**config.mk**
```make
export PLATFORM = sky130hd
export DESIGN_NAME = combo_entry
export DESIGN_NICKNAME = d
export VERILOG_FILES = /design/src/rtl/combo_pkg.sv /design/src/rtl/btn_debounce.sv /design/src/rtl/combo_entry.sv
export SDC_FILE = /design/constraint.sdc
export NUM_CORES = 1
export LEC_CHECK = 0
export CELL_PAD_IN_SITES_DETAIL_PLACEMENT = 0
export CELL_PAD_IN_SITES_GLOBAL_PLACEMENT = 1
export CORE_MARGIN = 1
export CORE_UTILIZATION = 33
export CTS_CLUSTER_SIZE = 40
export DETAILED_ROUTE_END_ITERATION = 16
export PLACE_DENSITY_LB_ADDON = 0.1
export RECOVER_POWER = 50
export SLEW_MARGIN = 20
export SYNTH_ARGS = -nofsm -noshare
export SYNTH_HDL_FRONTEND = slang
export SYNTH_HIERARCHICAL = 1
export SYNTH_SLANG_ARGS = --single-unit
```
**constraint.sdc**
```tcl
create_clock -name CLK -period 1.8 [get_ports CLK]
set_input_delay 0.36 -clock CLK [delete_from_list [all_inputs] [get_ports CLK]]
set_output_delay 0.36 -clock CLK [all_outputs]
set_load 0.05 [all_outputs]
```
**src/rtl/combo_pkg.sv**
```systemverilog
// ---------------------------------------------------------------------------
// combo_pkg
// Shared definitions for the combination-entry front end of the lock
// datapath.
//   DIGIT_W   : width of one combination digit
//   COMBO_MOD : modulus of the digit domain (0..COMBO_MOD-1). The downstream
//               sum/average/offset ALU uses the same modulus.
//   state_t   : entry sequencer states
//   dial_up / dial_dn : wrap-around dial stepping
// ---------------------------------------------------------------------------
package combo_pkg;

  localparam int DIGIT_W   = 5;
  localparam int COMBO_MOD = 30;

  typedef enum logic [2:0] {
    DIG0   = 3'd0,
    DIG1   = 3'd1,
    DIG2   = 3'd2,
    SETTLE = 3'd3,
    LOADP  = 3'd4
  } state_t;

  // Step the dial up by one, wrapping from max back to zero.
  function automatic logic [DIGIT_W-1:0] dial_up(input logic [DIGIT_W-1:0] value,
                                                 input logic [DIGIT_W-1:0] max);
    return (value == max) ? '0 : value + DIGIT_W'(1);
  endfunction

  // Step the dial down by one, wrapping from zero to max.
  function automatic logic [DIGIT_W-1:0] dial_dn(input logic [DIGIT_W-1:0] value,
                                                 input logic [DIGIT_W-1:0] max);
    return (value == '0) ? max : value - DIGIT_W'(1);
  endfunction

endpackage

```
**src/rtl/btn_debounce.sv**
```systemverilog
// ---------------------------------------------------------------------------
// btn_debounce
// Conditions one raw, asynchronous push-button into a single-cycle press
// pulse. The input is synchronised through two flops; the accepted level
// only follows the synchronised level after DEBOUNCE_CYC consecutive cycles
// of disagreement. A pulse is produced on each accepted rising edge only.
//
// Ports:
//   CLK   in   clock
//   RST   in   synchronous, active-high reset
//   btn   in   raw button level
//   press out  one-cycle pulse per debounced press (registered)
// ---------------------------------------------------------------------------
module btn_debounce #(
  parameter int DEBOUNCE_CYC = 4
) (
  input  logic CLK,
  input  logic RST,
  input  logic btn,
  output logic press
);

  localparam int CNT_W = $clog2(DEBOUNCE_CYC + 1);

  logic             sync1;
  logic             sync2;
  logic             level;
  logic [CNT_W-1:0] stable_cnt;

  // The counter is cleared whenever the input agrees with the accepted level,
  // so only an unbroken run of DEBOUNCE_CYC disagreeing cycles flips it.
  always_ff @(posedge CLK) begin
    if (RST) begin
      sync1      <= 1'b0;
      sync2      <= 1'b0;
      level      <= 1'b0;
      stable_cnt <= '0;
      press      <= 1'b0;
    end else begin
      sync1 <= btn;
      sync2 <= sync1;
      press <= 1'b0;
      if (sync2 == level) begin
        stable_cnt <= '0;
      end else if (stable_cnt == CNT_W'(DEBOUNCE_CYC - 1)) begin
        level      <= sync2;
        stable_cnt <= '0;
        press      <= sync2;
      end else begin
        stable_cnt <= stable_cnt + CNT_W'(1);
      end
    end
  end

endmodule

```
**src/rtl/combo_entry.sv**
```systemverilog
// ---------------------------------------------------------------------------
// combo_entry
// Front-end sequencer for the lock datapath. Four debounced buttons drive a
// mod-(DIAL_MAX+1) dial; three ENTER presses capture three digits, which are
// committed together onto A/B/C. After LOAD_DELAY cycles for the ALU adder and
// divider stages to settle, a one-cycle LOAD seeds the downstream LFSR.
// A partial entry is abandoned by CLR or after TIMEOUT_CYC idle cycles.
// Digit width DIGIT_W comes from combo_pkg. LOAD_DELAY must be at least 1.
//
// Ports:
//   CLK        in   clock
//   RST        in   synchronous, active-high reset
//   BTN_UP     in   raw button, increment dial
//   BTN_DN     in   raw button, decrement dial
//   BTN_ENTER  in   raw button, capture dial as next digit
//   BTN_CLR    in   raw button, abandon entry
//   A, B, C    out  committed digits 0, 1, 2
//   LOAD       out  one-cycle pulse to the LFSR LOAD
//   DIAL       out  current dial value for display
//   DIGIT_IDX  out  digit being entered (0..2), 3 while settling/loading
//   BUSY       out  high while settling/loading
// ---------------------------------------------------------------------------
module combo_entry
  import combo_pkg::*;
#(
  parameter int DIAL_MAX     = COMBO_MOD - 1,
  parameter int DEBOUNCE_CYC = 4,
  parameter int LOAD_DELAY   = 2,
  parameter int TIMEOUT_CYC  = 1000
) (
  input  logic               CLK,
  input  logic               RST,
  input  logic               BTN_UP,
  input  logic               BTN_DN,
  input  logic               BTN_ENTER,
  input  logic               BTN_CLR,
  output logic [DIGIT_W-1:0] A,
  output logic [DIGIT_W-1:0] B,
  output logic [DIGIT_W-1:0] C,
  output logic               LOAD,
  output logic [DIGIT_W-1:0] DIAL,
  output logic [1:0]         DIGIT_IDX,
  output logic               BUSY
);

  localparam int SET_W  = $clog2(LOAD_DELAY + 1);
  localparam int IDLE_W = $clog2(TIMEOUT_CYC + 1);

  localparam logic [DIGIT_W-1:0] DIAL_TOP = DIGIT_W'(DIAL_MAX);

  state_t              state;
  state_t              next_state;

  logic                up_p;
  logic                dn_p;
  logic                ent_p;
  logic                clr_p;

  logic [DIGIT_W-1:0]  dial;
  logic [DIGIT_W-1:0]  d0;
  logic [DIGIT_W-1:0]  d1;
  logic [SET_W-1:0]    settle_cnt;
  logic [IDLE_W-1:0]   idle_cnt;

  logic                active;
  logic                any_pulse;
  logic                idle_run;
  logic                timeout_hit;
  logic                do_clr;
  logic                do_ent;
  logic                do_up;
  logic                do_dn;
  logic                settle_done;

  btn_debounce #(.DEBOUNCE_CYC(DEBOUNCE_CYC)) u_db_up (
    .CLK   (CLK),
    .RST   (RST),
    .btn   (BTN_UP),
    .press (up_p)
  );

  btn_debounce #(.DEBOUNCE_CYC(DEBOUNCE_CYC)) u_db_dn (
    .CLK   (CLK),
    .RST   (RST),
    .btn   (BTN_DN),
    .press (dn_p)
  );

  btn_debounce #(.DEBOUNCE_CYC(DEBOUNCE_CYC)) u_db_enter (
    .CLK   (CLK),
    .RST   (RST),
    .btn   (BTN_ENTER),
    .press (ent_p)
  );

  btn_debounce #(.DEBOUNCE_CYC(DEBOUNCE_CYC)) u_db_clr (
    .CLK   (CLK),
    .RST   (RST),
    .btn   (BTN_CLR),
    .press (clr_p)
  );

  // Pulses are only honoured in the entry states; anything arriving while
  // settling or loading is dropped rather than queued.
  // Priority: CLR (or timeout) > ENTER > UP/DN, and UP with DN cancels.
  // The idle counter runs only while there is a partial entry to lose.
  always_comb begin
    active      = (state == DIG0) || (state == DIG1) || (state == DIG2);
    any_pulse   = active && (up_p || dn_p || ent_p || clr_p);
    idle_run    = (state == DIG1) || (state == DIG2) ||
                  ((state == DIG0) && (dial != '0));
    timeout_hit = idle_run && !any_pulse &&
                  (idle_cnt == IDLE_W'(TIMEOUT_CYC - 1));
    do_clr      = active && (clr_p || timeout_hit);
    do_ent      = active && ent_p && !clr_p;
    do_up       = active && up_p && !dn_p && !ent_p && !clr_p;
    do_dn       = active && dn_p && !up_p && !ent_p && !clr_p;
    settle_done = (state == SETTLE) &&
                  (settle_cnt == SET_W'(LOAD_DELAY - 1));
  end

  always_ff @(posedge CLK) begin
    if (RST) begin
      state <= DIG0;
    end else begin
      state <= next_state;
    end
  end

  always_comb begin
    next_state = state;
    case (state)
      DIG0: begin
        if (do_clr) begin
          next_state = DIG0;
        end else if (do_ent) begin
          next_state = DIG1;
        end
      end
      DIG1: begin
        if (do_clr) begin
          next_state = DIG0;
        end else if (do_ent) begin
          next_state = DIG2;
        end
      end
      DIG2: begin
        if (do_clr) begin
          next_state = DIG0;
        end else if (do_ent) begin
          next_state = SETTLE;
        end
      end
      SETTLE: begin
        if (settle_done) begin
          next_state = LOADP;
        end
      end
      LOADP: begin
        next_state = DIG0;
      end
      default: begin
        next_state = DIG0;
      end
    endcase
  end

  always_comb begin
    LOAD      = 1'b0;
    BUSY      = 1'b0;
    DIGIT_IDX = 2'd3;
    case (state)
      DIG0:    DIGIT_IDX = 2'd0;
      DIG1:    DIGIT_IDX = 2'd1;
      DIG2:    DIGIT_IDX = 2'd2;
      SETTLE:  BUSY = 1'b1;
      LOADP: begin
        BUSY = 1'b1;
        LOAD = 1'b1;
      end
      default: DIGIT_IDX = 2'd3;
    endcase
  end

  // Digits are staged in d0/d1 and only copied to A/B/C together with the
  // third digit, so the ALU never sees a half-updated combination.
  always_ff @(posedge CLK) begin
    if (RST) begin
      dial <= '0;
      d0   <= '0;
      d1   <= '0;
      A    <= '0;
      B    <= '0;
      C    <= '0;
    end else if (do_clr) begin
      dial <= '0;
      d0   <= '0;
      d1   <= '0;
    end else if (do_ent) begin
      dial <= '0;
      case (state)
        DIG0: d0 <= dial;
        DIG1: d1 <= dial;
        DIG2: begin
          A <= d0;
          B <= d1;
          C <= dial;
        end
        default: begin
        end
      endcase
    end else if (do_up) begin
      dial <= dial_up(dial, DIAL_TOP);
    end else if (do_dn) begin
      dial <= dial_dn(dial, DIAL_TOP);
    end
  end

  always_ff @(posedge CLK) begin
    if (RST) begin
      settle_cnt <= '0;
    end else if (do_ent && (state == DIG2)) begin
      settle_cnt <= '0;
    end else if (state == SETTLE) begin
      settle_cnt <= settle_cnt + SET_W'(1);
    end
  end

  always_ff @(posedge CLK) begin
    if (RST) begin
      idle_cnt <= '0;
    end else if (!idle_run || any_pulse || do_clr) begin
      idle_cnt <= '0;
    end else begin
      idle_cnt <= idle_cnt + IDLE_W'(1);
    end
  end

  assign DIAL = dial;

endmodule

```
### Yosys cells after proc, flatten, opt, wreduce, memory -nomap -nowiden

Cells that the tools add are included.

| storage, ports and cells | value |
|---|---|
| output and inout port bits | 24 |
| logic and storage cells | 138 |
| bits of input ports | 6 |
| register bits after elaboration | 73 |

| cells by class | value |
|---|---|
| bitwise logic cells | 9 |
| reductions and logical operators | 58 |
| eq/ne operators | 19 |
| add/subtract/negate cells | 8 |
| muxes and demuxes | 15 |

Operators by type and width:

| kind | number |
|---|---|
| $reduce_or 3->1 | 9 |
| $mux 3 | 7 |
| $mux 5 | 4 |
| $eq 3x2->1 const B | 6 |
| $logic_and 1x1->1 | 17 |
| $add 3x1->3 const B | 4 |
| $pmux 3 s4 | 1 |
| $reduce_and 2->1 | 6 |
| $add 10x1->10 const B | 1 |
| $eq 10x10->1 const B | 1 |
| $logic_or 1x1->1 | 10 |
| $ne 3x3->1 const B | 3 |
| $not 1->1 | 9 |
| $reduce_or 2->1 | 4 |
| $logic_not 1->1 | 6 |
| $pmux 2 s3 | 1 |
| $add 5x1->5 const B | 1 |
| $eq 5x5->1 const B | 1 |
| $logic_not 5->1 | 1 |
| $reduce_bool 5->1 | 1 |
| $sub 5x1->5 const B | 1 |
| $eq 1x1->1 | 4 |
| $reduce_and 4->1 | 1 |
| $eq 3x1->1 const B | 1 |
| other kinds (8) | 9 |

### Longest topological paths before layout

Gate-level depths: netlist (run 1).

| logic depth | value |
|---|---|
| depth in word-level cells | 11 |
| depth in mapped cells | 7 |
| gate-level depth less buffers | 6 |

### Modules after synthesis

The synthesis (run 1) kept the hierarchy.

Modules (own cells, without submodules):

| module | area an instance (um^2) | cells an instance | sequential area each (um^2) | times used |
|---|---|---|---|---|
| combo_entry | 2225.9 | 268 | 900.9 | 1 |
| btn_debounce | 244.0 | 19 | 140.1 | 4 |

### Worst setup path after synthesis (run 1)

No wires, ideal clock.

| path | value |
|---|---|
| path type | reg-to-reg |
| start | reg dial[0], in the netlist DIAL[0] |
| end | reg dial[4], in the netlist DIAL[4] |
| stages on the path, launching flop included | 8 |
| required time | 1.697 ns |
| setup time | 0.103 ns |
| arrival | 2.021 ns |
| path buffers | 1 |
| slack | -0.325 ns |
| clock period less this slack | 2.125 ns |
| cells stage by stage | dfxtp_1 > clkbuf_1 > inv_1 > ha_1 > or4b_4 > o31ai_4 > o21ai_2 > a2111oi_2 |

| between the ends | value |
|---|---|
| word-level cells in the longest chain between the ends | 8 |
| elaborated cells between the ends (all ways) | 16 |
| classes of those cells | 2 x add/sub; 1 x eq/ne; 4 x mux; 9 x reduce/logical |

Ends and longest elaborated chain:

| item | RTL line | RTL |
|---|---|---|
| start: declaration | combo_entry.sv:59 | `logic [DIGIT_W-1:0] dial;` |
| start signal: assignment | combo_entry.sv:213 | `dial <= dial_up(dial, DIAL_TOP);` |
| start signal: assignment | combo_entry.sv:215 | `dial <= dial_dn(dial, DIAL_TOP);` |
| parallel branches: the longest is 8 deep, another holds $sub 5x1->5 | - |  |

Parallel ways; which one is timed is not known. The select of a mux whose other input is x is not followed.
A chain may end at the register's enable or synchronous reset.

### Worst setup path after layout (run 1)

| path | value |
|---|---|
| start | reg state[0] |
| end | out DIGIT_IDX[0] |

| between the ends | value |
|---|---|
| word-level cells in the longest chain between the ends | 2 |
| elaborated cells between the ends (all ways) | 4 |
| classes of those cells | 2 x eq/ne; 1 x mux; 1 x reduce/logical |

Ends and longest elaborated chain:

| item | RTL line | RTL |
|---|---|---|
| start: declaration | combo_entry.sv:51 | `state_t state;` |
| start signal: assignment | combo_entry.sv:126 | `state <= next_state;` |
| $eq 3x2->1 (tied with other cells) | combo_entry.sv:172 | `case (state)` |
| $pmux 2 s3 (*) | combo_entry.sv:172 |  |
| end: declaration | combo_entry.sv:42 | `output logic [1:0] DIGIT_IDX,` |

Mark *: on every way between the ends. The rest lies on a longest branch, timed or not.

==> results of run 1 <==
[how the worst max path moves through the flow]
stage          slack (ns)                   end                  start  cells after the start
2_1_floorplan       -0.09  DIAL[4]$_SDFFE_PP0P_   DIAL[1]$_SDFFE_PP0P_                      7
3_3_place_gp         0.08  DIAL[4]$_SDFFE_PP0P_   DIAL[1]$_SDFFE_PP0P_                      6
3_5_place_dp         0.05  DIAL[4]$_SDFFE_PP0P_   DIAL[1]$_SDFFE_PP0P_                      6
4_1_cts              0.03  DIAL[4]$_SDFFE_PP0P_   DIAL[1]$_SDFFE_PP0P_                      6
5_1_grt             0.002                  BUSY  state[1]$_SDFFE_PP0P_                      5
6_report             0.07          DIGIT_IDX[0]  state[0]$_SDFFE_PP0P_                      3
[power by group]
part / internal, mW / leakage [nW] / total, mW / switching, mW
Sequential: 1.62 / 0.592 / 1.63 / 0.00501
Clock: 0.627 / 0.0987 / 1.26 / 0.636
Combinational: 0.0263 / 0.769 / 0.0597 / 0.0334
[layout by cell type (no fill, tap or decap), drive strengths merged, types with 10 or more instances in the layout]
master / instances
inv: 10
a21oi: 31
xnor2: 10
clkbuf: 33
ha: 14
dfxtp: 73
buf: 36
nor2b: 13
nor2: 32
nand2: 45
[state kept, by name (all words and copies together) (netlist names), 2 cells and up]
| name | cells |
|---|---|
| u_db_clr/stable_cnt | 3 |
| A | 5 |
| B | 5 |
| idle_cnt | 10 |
| DIAL | 5 |
| u_db_dn/stable_cnt | 3 |
| state | 3 |
| d1 | 5 |
| C | 5 |
| d0 | 5 |
| settle_cnt | 2 |
| u_db_up/stable_cnt | 3 |
| u_db_enter/stable_cnt | 3 |
[cells by family (layout without fill, tap and decap cells)]
family / Yosys count / count (layout) / synth area share, %
xor gates and xnor gates: 13 / 13 / 3.56
adders and majority gates: 14 / 14 / 5.47
muxes: 9 / 9 / 2.81
DFF: 73 / 73 / 45.6
AOI/OAI and AO/OA: 59 / 59 / 12.6
and+or+nand+nor: 150 / 150 / 26.0
buffers and inverters: 26 / 86 / 3.87
[worst max-delay path, cell delays in order (launching register included)]
cell     delay (ns)
dfxtp_2        0.36
buf_4          0.16
or2_2          0.34
buf_12         0.16
[repair_timing]
action                                  in CTS  in global routing
hold buffers                                 0                  0
setup buffers                                3                  0
pin swaps                                    0                  1
resized for setup                            2                  7
endpoints found under the setup margin       1                 28
[layout make-up]
cell class	count	area share (%)
clock buffer	13	4.24
clock inverter	3	0.562
inverter	10	1.06
multi-input combinational	245	40.9
sequential	73	36.7
tap	129	4.03
timing repair buffer	60	12.5
[layer usage]
metal	track usage [%]	wire length (um)
met4	6.35	123
met2	24.0	3030
met5	0	0
met3	3.19	149
met1	20.7	3490
==> results.tsv, run 1 <==
stage	metric	value	unit
timing	Min Hold Slack	0.429	ns
cells_and_area	Finished Layout Cells	533	
cells_and_area	Util after Layout	43.0	%
timing	Slew Limit Fails	0	
cells_and_area	Nets	419	
cts	Worst-path clk slew	0.08	ns
yosys	Unique masters post-synth	53	
timing	Slew @ Worst Pin	0.729	ns
yosys	Area contributors post-synth	dfxtp_1 (46%), ha_1 (5.5%), nand2_1 (5.3%)	
yosys	share of the synthesized area in the top cell type	45.6	%
worst_setup_path	Crit Path Class	reg -> out	
yosys	most common cell in the netlist	dfxtp_1	
cts	TritonCTS clock tree	yes	
timing	fin crit period	1.73	ns
floorplan	FP Rows	35	
yosys	register area share after synthesis	45.6	%
route	antenna-violating nets left	0	
run	MaxCap Viol Count	0	
yosys	Ys Warns	6	
worst_setup_path	R2R depth	6	
yosys	post-synth top area cell	dfxtp_1	
placement	GP Congestion	0.737	
floorplan	Starting Density	34.3	%
timing	RSZ-0062 raised after global routing	false	
floorplan	die extent in x	101	um
outcome	outcome	completed	
placement	input/output buffers	29	
route	Pre-Repair DR Iteration Count	4	
worst_setup_path	reg2reg end	DIAL[4]$_SDFFE_PP0P_	
global_routing	GRT overflow	0	
worst_setup_path	Max Fanout on Critical Path	8	
timing	setup TNS	0	ns
cts	Root Driver	clkbuf_8	
cells_and_area	Register Area	1470	sq um
global_routing	pin count of the biggest net entering global routing	29	
route	Via density	4.72	
worst_setup_path	Worst Path Required	1.44	ns
route	Detailed Route Iter0 Violations	92	
worst_setup_path	type of origin of the critical path	flip-flop	
placement	worst slack, placed	0.0455	ns
floorplan	Die H	101	um
yosys	Post-synth ARST share	0	%
yosys	Post-synth top cells	dfxtp_1 (73), nand2_1 (45), nor2_1 (32), a21oi_1 (31), ha_1 (14)	
timing	Fin. Hold Viols	0	
yosys	EDFF count, synth	0	
hold_path	sink of the worst hold path	u_db_dn/stable_cnt[0]$_SDFF_PP0_	
worst_setup_path	Arrival @ worst endpoint	1.37	ns
yosys	Main synth FF type	dfxtp_1	
worst_setup_path	worst r2r src	DIAL[1]$_SDFFE_PP0P_	
floorplan	die area	10100	sq um
hold_path	HP Class	reg -> reg	
timing	final clock skew	0.00655	ns
placement	DP Cell Count	514	
worst_setup_path	Critical Path End Type	primary output	
worst_setup_path	worst reg-to-reg setup slack	0.11	ns
placement	Final HPWL DP	4.77	mm
cts	CTS buffer count	9	
timing	Slew HR	51.4	%
cells_and_area	antenna diode count	0	
cells_and_area	area of the multi-input gates	1640	sq um
global_routing	first-pass GRT wire length	12.1	mm
cts	# clock sinks	73	
power_and_ir_drop	Design Power	2.95	mW
yosys	Gate Count Post-Synth	344	
cts	CTS max path bufs	2	
cells_and_area	Area growth, synth to finish	25.2	%
route	DR vias	2517	
cells_and_area	filler instances	989	
route	WL per Instance	12.7	um
yosys	synthesized flop and latch total	73	
yosys	Synth Cell Area	3200	sq um
placement	placed inst area	3870	sq um
timing	Tcrit/Tclk final	96.1	%
yosys	syn_area_per_cell	9.31	sq um
power_and_ir_drop	P_leak	1.46	nW
power_and_ir_drop	pwr/cell area	736	nW/um^2
global_routing	vias in the first global route	2476	
hold_path	Hold Path Depth	1	
route	# DRC	0	
yosys	Post-Syn Nets	364	
timing	final setup fails	0	
cells_and_area	Final Instance Area	4010	sq um
hold_path	HP Start	u_db_dn/stable_cnt[0]$_SDFF_PP0_	
global_routing	GRT Resource Usage Total	15.4	%
global_routing	initial antenna violation count	0	
cts	Skew-Pair Late Insertion Delay	0.35	ns
timing	Max Fclk	578	MHz
floorplan	number of top-level pins	30	
cells_and_area	layout cells sized above 1	20.0	%
timing	final worst slack	0.0703	ns
power_and_ir_drop	Peak VDD IR	0.327	mV
floorplan	core area	9330	sq um
cts	Clock H-tree levels	3	
route	Post-Route WL	6.79	mm
Power figures use the tool's default switching activity.
==> inputs of run 2 (changes only) <==
--- a/config.mk
+++ b/config.mk
@@ -9,6 +9,7 @@
 export CELL_PAD_IN_SITES_GLOBAL_PLACEMENT = 1
 export CORE_MARGIN = 1
 export CORE_UTILIZATION = 33
+export CTS_BUF_LIST = sky130_fd_sc_hd__clkbuf_8
 export CTS_CLUSTER_SIZE = 40
 export DETAILED_ROUTE_END_ITERATION = 16
 export PLACE_DENSITY_LB_ADDON = 0.1
@@ -16,5 +17,4 @@
 export SLEW_MARGIN = 20
 export SYNTH_ARGS = -nofsm -noshare
 export SYNTH_HDL_FRONTEND = slang
-export SYNTH_HIERARCHICAL = 1
 export SYNTH_SLANG_ARGS = --single-unit
==> constraint.sdc (replaced) <==
create_clock -name CLK -period 1.98 [get_ports CLK]
set_input_delay 0.396 -clock CLK [delete_from_list [all_inputs] [get_ports CLK]]
set_output_delay 0.396 -clock CLK [all_outputs]
set_load 0.05 [all_outputs]
==> run 2 against run 1 <==
Register-to-register slack better by 0.09 ns. Critical path depth down 2. First-iteration DRC count down 1.1%. Clock power barely moved. Die area is 3.4% lower. Area after synthesis is 3.4% lower. Clock skew rose by 0.0034 ns. Cell count down 6.2%. Largest cell class unchanged. Largest power group unchanged.
==> results.tsv, run 2 <==
stage	metric	value	unit
cts	Post-CTS Setup Bufs	0	
route	# DRC	0	
power_and_ir_drop	P_leak	1.40	nW
yosys	register area share after synthesis	47.3	%
worst_setup_path	largest stage delay on the critical path	0.81	ns
timing	Fin. Hold Viols	0	
placement	GP Congestion	0.754	
cts	Skew-Pair Late Insertion Delay	0.35	ns
cells_and_area	Area growth, synth to finish	24.6	%
timing	Slew HR	60.4	%
cts	CTS max path bufs	2	
power_and_ir_drop	Net Switching	0.610	mW
yosys	Gate Count Post-Synth	341	
yosys	Main synth FF type	dfxtp_1	
yosys	post-synth top area cell	dfxtp_1	
global_routing	first-pass GRT wire length	11.0	mm
route	Pre-Repair DR Iteration Count	4	
worst_setup_path	CP Capture Point	B[2]	
yosys	Synth Cell Area	3090	sq um
yosys	syn_area_per_cell	9.07	sq um
placement	DP Cell Count	484	
global_routing	pin count of the biggest net entering global routing	19	
cells_and_area	most frequent cells in the layout	dfxtp_1 (72), nor2_1 (55), nand2_1 (37), a21oi_1 (25), clkdlybuf4s50_1 (19)	
cts	Worst-path clk slew	0.08	ns
cells_and_area	antenna diode count	0	
yosys	share of the synthesized area in the top cell type	47.3	%
route	WL per Instance	12.7	um
timing	final setup fails	0	
timing	Tcrit/Tclk final	96.0	%
worst_setup_path	Slowest cell on crit path	clkdlybuf4s50_1	
worst_setup_path	Max Fanout on Critical Path	2	
global_routing	GRT Resource Usage Total	14.6	%
cts	Root Driver	clkbuf_8	
power_and_ir_drop	clock share of power	45.7	%
cells_and_area	commonest non-fill, non-tap cell in the layout	dfxtp_1	
timing	Slew Limit Fails	0	
global_routing	GRT overflow	0	
floorplan	die area	9760	sq um
placement	input/output buffers	29	
worst_setup_path	stages on the worst setup path	1	
worst_setup_path	reg2reg end	DIAL[0]$_SDFFE_PP0P_	
timing	setup TNS	0	ns
timing	final clock skew	0.00997	ns
timing	Max Fclk	526	MHz
floorplan	core area	8890	sq um
power_and_ir_drop	logic gate share of total power	1.8	%
timing	fin crit period	1.90	ns
power_and_ir_drop	Peak VDD IR	0.294	mV
route	Post-Route WL	6.35	mm
worst_setup_path	Worst setup startpoint	B[2]$_SDFFE_PP0P_	
floorplan	FP Rows	34	
floorplan	die extent in x	98.8	um
worst_setup_path	worst path buffer plus inverter count	1	
global_routing	Top Usage Layer GRT	met2	
timing	RSZ-0062 raised after global routing	false	
global_routing	GRT met1 Usage	18.8	%
yosys	Post-synth top cells	dfxtp_1 (73), nor2_1 (55), nand2_1 (37), a21oi_1 (25), inv_1 (15)	
worst_setup_path	R2R depth	5	
worst_setup_path	delay-heaviest family, CP	buffers and inverters	
global_routing	GR Util met2	23.1	%
floorplan	number of top-level pins	30	
cells_and_area	Largest register FFs	10	
yosys	EDFF count, synth	0	
worst_setup_path	Arrival @ worst endpoint	1.51	ns
power_and_ir_drop	Cell Int Power	2.21	mW
yosys	Ys Warns	0	
cells_and_area	filler instances	903	
worst_setup_path	cells along the critical path	clkdlybuf4s50_1	
cells_and_area	Nets	407	
route	Detailed Route Iter0 Violations	91	
route	Via density	4.79	
cts	hold buffer count at CTS	0	
run	MaxCap Viol Count	0	
hold_path	HP Class	reg -> reg	
yosys	Post-Syn Nets	361	
cells_and_area	layout cells sized above 1	12.2	%
global_routing	initial antenna violation count	0	
cts	Clock H-tree levels	3	
timing	final worst slack	0.0783	ns
worst_setup_path	worst reg-to-reg setup slack	0.20	ns
global_routing	vias in the first global route	2299	
yosys	synthesized flop and latch total	73	
cells_and_area	Most flops, register	idle_cnt	
placement	worst slack, placed	0.215	ns
yosys	most common cell in the netlist	dfxtp_1	
power_and_ir_drop	power share of the sequential group	52.6	%
worst_setup_path	Worst Path Required	1.58	ns
cts	CTS buffer count	9	
yosys	Post-synth ARST share	0	%
power_and_ir_drop	pwr/cell area	731	nW/um^2
yosys	Unique masters post-synth	42	
cells_and_area	Finished Layout Cells	500	
outcome	outcome	completed	
cts	# clock sinks	73	
worst_setup_path	type of origin of the critical path	flip-flop	
floorplan	Die H	98.8	um
worst_setup_path	Crit Path Class	reg -> out	
floorplan	Starting Density	34.8	%
global_routing	M3 GR Usage	3.83	%
yosys	Area contributors post-synth	dfxtp_1 (47%), nor2_1 (6.7%), ha_1 (5.7%)	
worst_setup_path	worst r2r src	state[0]$_SDFFE_PP0P_	
timing	Slew @ Worst Pin	0.597	ns
route	DR vias	2396	
power_and_ir_drop	Switching Share	21.6	%
route	antenna-violating nets left	0	
worst_setup_path	Critical Path End Type	primary output	
cts	TritonCTS clock tree	yes	
placement	Final HPWL DP	4.50	mm
==> run 2: timing repair <==
action | 4_1_cts | 5_1_grt
gates resized for setup | 0 | 2
endpoints found under the setup margin | 0 | 1
hold endpoints to repair | 0 | 0
==> run 2: power by group through the flow <==
stage,Combinational (mW),Clock [mW],Sequential (mW)
4_1_cts,0.0543,1.34,1.48
3_5_place_dp,0.0541,0,1.52
5_1_grt,0.0580,1.40,1.48
6_report,0.0505,1.29,1.48
2_1_floorplan,0.0315,0,1.51
3_3_place_gp,0.0540,0,1.52
==> run 2: stage by stage <==
step	power [mW]	hold WS [ns]	util (%)	cell area (sq um)
after floorplan	1.55	0.399	-	3100
after global placement	1.57	0.408	41.1	3660
final	2.82	0.419	43.3	3850
after CTS	2.88	0.423	43.6	3880
after detailed placement	1.57	0.412	41.1	3660
after global routing	2.94	0.432	43.3	3850
==> run 2: cell type report <==
cell class                      instances  area, sq um  share of cell area (%)
Multi-Input combinational cell        240         1530                    39.6
Timing Repair Buffer                   48          454                    11.8
Sequential cell                        73         1460                    38.0
Clock buffer                            9          124                    3.21
Tap cell                              108          135                    3.51
Clock inverter                          7         93.8                    2.44
Inverter                               15         56.3                    1.46
==> run 2: logic make-up after synthesis <==
logic type,synth area share [%]
adders and majority gates,5.67
xor gates and xnor gates,3.97
muxes,4.53
DFF,47.3
buffers and inverters,3.93
AOI/OAI and AO/OA,11.6
and+or+nand+nor,23.1
==> run 2: worst min path at each step <==
stage                                              startpoint                             endpoint  slack, ns  cells past startpoint
after floorplan             u_db_clr.stable_cnt[0]$_SDFF_PP0_    u_db_clr.stable_cnt[0]$_SDFF_PP0_       0.40                      1
after detailed placement     u_db_dn.stable_cnt[0]$_SDFF_PP0_     u_db_dn.stable_cnt[0]$_SDFF_PP0_       0.41                      1
final                        u_db_dn.stable_cnt[0]$_SDFF_PP0_     u_db_dn.stable_cnt[0]$_SDFF_PP0_       0.42                      1
after global placement    u_db_enter.stable_cnt[0]$_SDFF_PP0_  u_db_enter.stable_cnt[0]$_SDFF_PP0_       0.41                      1
after CTS                    u_db_dn.stable_cnt[0]$_SDFF_PP0_     u_db_dn.stable_cnt[0]$_SDFF_PP0_       0.42                      1
after global routing      u_db_enter.stable_cnt[0]$_SDFF_PP0_  u_db_enter.stable_cnt[0]$_SDFF_PP0_       0.43                      1
==> run 2: layer usage <==
metal / part of all wire, % / wire length, um / vias up
li1: - / - / 1248
met1: 50 / 3190 / 1115
met2: 45 / 2850 / 25
met3: 3.1 / 198 / 8
met4: 1.8 / 113 / 0
met5: 0 / 0 / -
==> inputs of run 3 (changes only) <==
--- a/config.mk
+++ b/config.mk
@@ -12,7 +12,7 @@
 export CTS_BUF_LIST = sky130_fd_sc_hd__clkbuf_8
 export CTS_CLUSTER_SIZE = 40
 export DETAILED_ROUTE_END_ITERATION = 16
-export PLACE_DENSITY_LB_ADDON = 0.1
+export PLACE_DENSITY = 0.71
 export RECOVER_POWER = 50
 export SLEW_MARGIN = 20
 export SYNTH_ARGS = -nofsm -noshare
==> run 3 against run 2 <==
Sequential share of layout area grew 0.31 points. Combinational power shrank 4.2%. Die area is the same. Clock skew shrank 0.00072 ns. Cell count shrank 0.20%. Register-to-register slack gained 0.02 ns. Worst setup slack gained 0.0036 ns. Utilization shrank 0.31 points. Count of clock-buffer cells in the layout is the same. Sequential power is essentially flat. Power shrank 5.1%. Critical path type unchanged. Highest routed layer unchanged.
==> results.tsv, run 3 (synthesis results as in run 2) <==
stage	metric	value	unit
worst_setup_path	Crit Path Class	reg -> out	
floorplan	die extent in x	98.8	um
cts	TritonCTS clock tree	yes	
route	Post-Route WL	5.97	mm
cells_and_area	commonest non-fill, non-tap cell in the layout	dfxtp_1	
worst_setup_path	Arrival @ worst endpoint	1.50	ns
cts	CTS max path bufs	2	
timing	Slew HR	59.3	%
cts	# clock sinks	73	
global_routing	pin count of the biggest net entering global routing	33	
global_routing	first-pass GRT wire length	10.3	mm
worst_setup_path	largest stage delay on the critical path	0.81	ns
floorplan	Die H	98.8	um
global_routing	GRT Resource Usage Total	13.4	%
route	Pre-Repair DR Iteration Count	4	
route	Via density	4.83	
cells_and_area	filler instances	861	
global_routing	initial antenna violation count	0	
worst_setup_path	delay-heaviest family, CP	buffers and inverters	
placement	worst slack, placed	0.182	ns
timing	final clock skew	0.00925	ns
timing	Max Fclk	527	MHz
hold_path	HP Class	reg -> reg	
placement	input/output buffers	29	
global_routing	GRT overflow	0	
timing	Slew @ Worst Pin	0.611	ns
cts	Skew-Pair Late Insertion Delay	0.34	ns
worst_setup_path	Critical Path End Type	primary output	
cells_and_area	Final Instance Area	3830	sq um
timing	Min Hold Slack	0.422	ns
global_routing	vias in the first global route	2215	
run	MaxCap Viol Count	0	
floorplan	die area	9760	sq um
outcome	outcome	completed	
cells_and_area	most frequent cells in the layout	dfxtp_1 (71), nor2_1 (55), nand2_1 (37), a21oi_1 (25), clkdlybuf4s50_1 (19)	
cts	Root Driver	clkbuf_8	
route	Detailed Route Iter0 Violations	112	
power_and_ir_drop	pwr/cell area	699	nW/um^2
worst_setup_path	Worst Path Required	1.58	ns
worst_setup_path	Max Fanout on Critical Path	2	
power_and_ir_drop	Peak VDD IR	0.346	mV
cells_and_area	area of the multi-input gates	1520	sq um
worst_setup_path	cells along the critical path	clkdlybuf4s50_1	
cts	CTS buffer count	9	
worst_setup_path	worst path buffer plus inverter count	1	
floorplan	FP Rows	34	
cells_and_area	Most flops, register	idle_cnt	
cells_and_area	Nets	406	
route	DR vias	2408	
timing	RSZ-0062 raised after global routing	false	
route	WL per Instance	12.0	um
floorplan	core area	8890	sq um
timing	setup TNS	0	ns
placement	placed inst area	3650	sq um
cells_and_area	Largest register FFs	10	
cells_and_area	layout cells sized above 1	12.5	%
floorplan	Starting Density	34.8	%
timing	Fin. Hold Viols	0	
placement	DP Cell Count	481	
timing	Tcrit/Tclk final	95.9	%
cts	Worst-path clk slew	0.08	ns
cts	Clock H-tree levels	3	
power_and_ir_drop	Design Power	2.67	mW
cells_and_area	antenna diode count	0	
timing	Slew Limit Fails	0	
cells_and_area	Util after Layout	43.0	%
placement	GP Congestion	0.731	
cells_and_area	Register Area	1460	sq um
route	# DRC	0	
timing	fin crit period	1.90	ns
cells_and_area	Area growth, synth to finish	23.8	%
floorplan	number of top-level pins	30	
route	antenna-violating nets left	0	
timing	final setup fails	0	
timing	final worst slack	0.0820	ns
cells_and_area	Finished Layout Cells	499	
worst_setup_path	type of origin of the critical path	flip-flop	
placement	Final HPWL DP	4.19	mm
worst_setup_path	Slowest cell on crit path	clkdlybuf4s50_1	
power_and_ir_drop	P_leak	1.39	nW
[run 3: worst paths after layout]
path / start / end / slack (ns) / cells after the start
worst max-delay path: B[0]$_SDFFE_PP0P_ / B[0] / 0.08 / 1
worst max register to register: state[0]$_SDFFE_PP0P_ / d0[1]$_SDFFE_PP0P_ / 0.22 / 5
worst min register to register: u_db_up.stable_cnt[0]$_SDFF_PP0_ / u_db_up.stable_cnt[0]$_SDFF_PP0_ / 0.42 / 1
worst min-delay path: u_db_up.stable_cnt[0]$_SDFF_PP0_ / u_db_up.stable_cnt[0]$_SDFF_PP0_ / 0.42 / 1
[run 3: layer usage]
metal / vias to the layer above / share of wire [%] / GRT usage, %
met1: 1115 / 50 / 17.3
met3: 8 / 3.7 / 3.62
met4: 0 / 1.6 / 5.86
li1: 1249 / - / -
met5: - / 0 / 0
met2: 36 / 45 / 21.1
[run 3: worst reg2reg max path: stages (launching register included)]
cell and delay [ns]:
dfxtp_1 0.35, a2111o_1 0.51, nor3_4 0.21, o211ai_4 0.15
a21oi_4 0.32, nor2_1 0.10
[run 3: area by class of cell]
class | instances | share of cell area (%)
Clock buffer | 9 | 3.24
Timing Repair Buffer | 47 | 11.9
Clock inverter | 7 | 1.83
Multi-Input combinational cell | 240 | 39.7
Tap cell | 108 | 3.53
Inverter | 15 | 1.47
Sequential cell | 73 | 38.3
[run 3: power breakdown]
group          internal [mW]  switching (mW)
combinational         0.0216          0.0268
clock                  0.579           0.565
sequential              1.48         0.00464
[run 3: repair_timing]
item,in CTS,in global routing
setup endpoints to repair,1,1
hold buffers,0,0
gates resized for setup,1,1
setup buffers,0,2
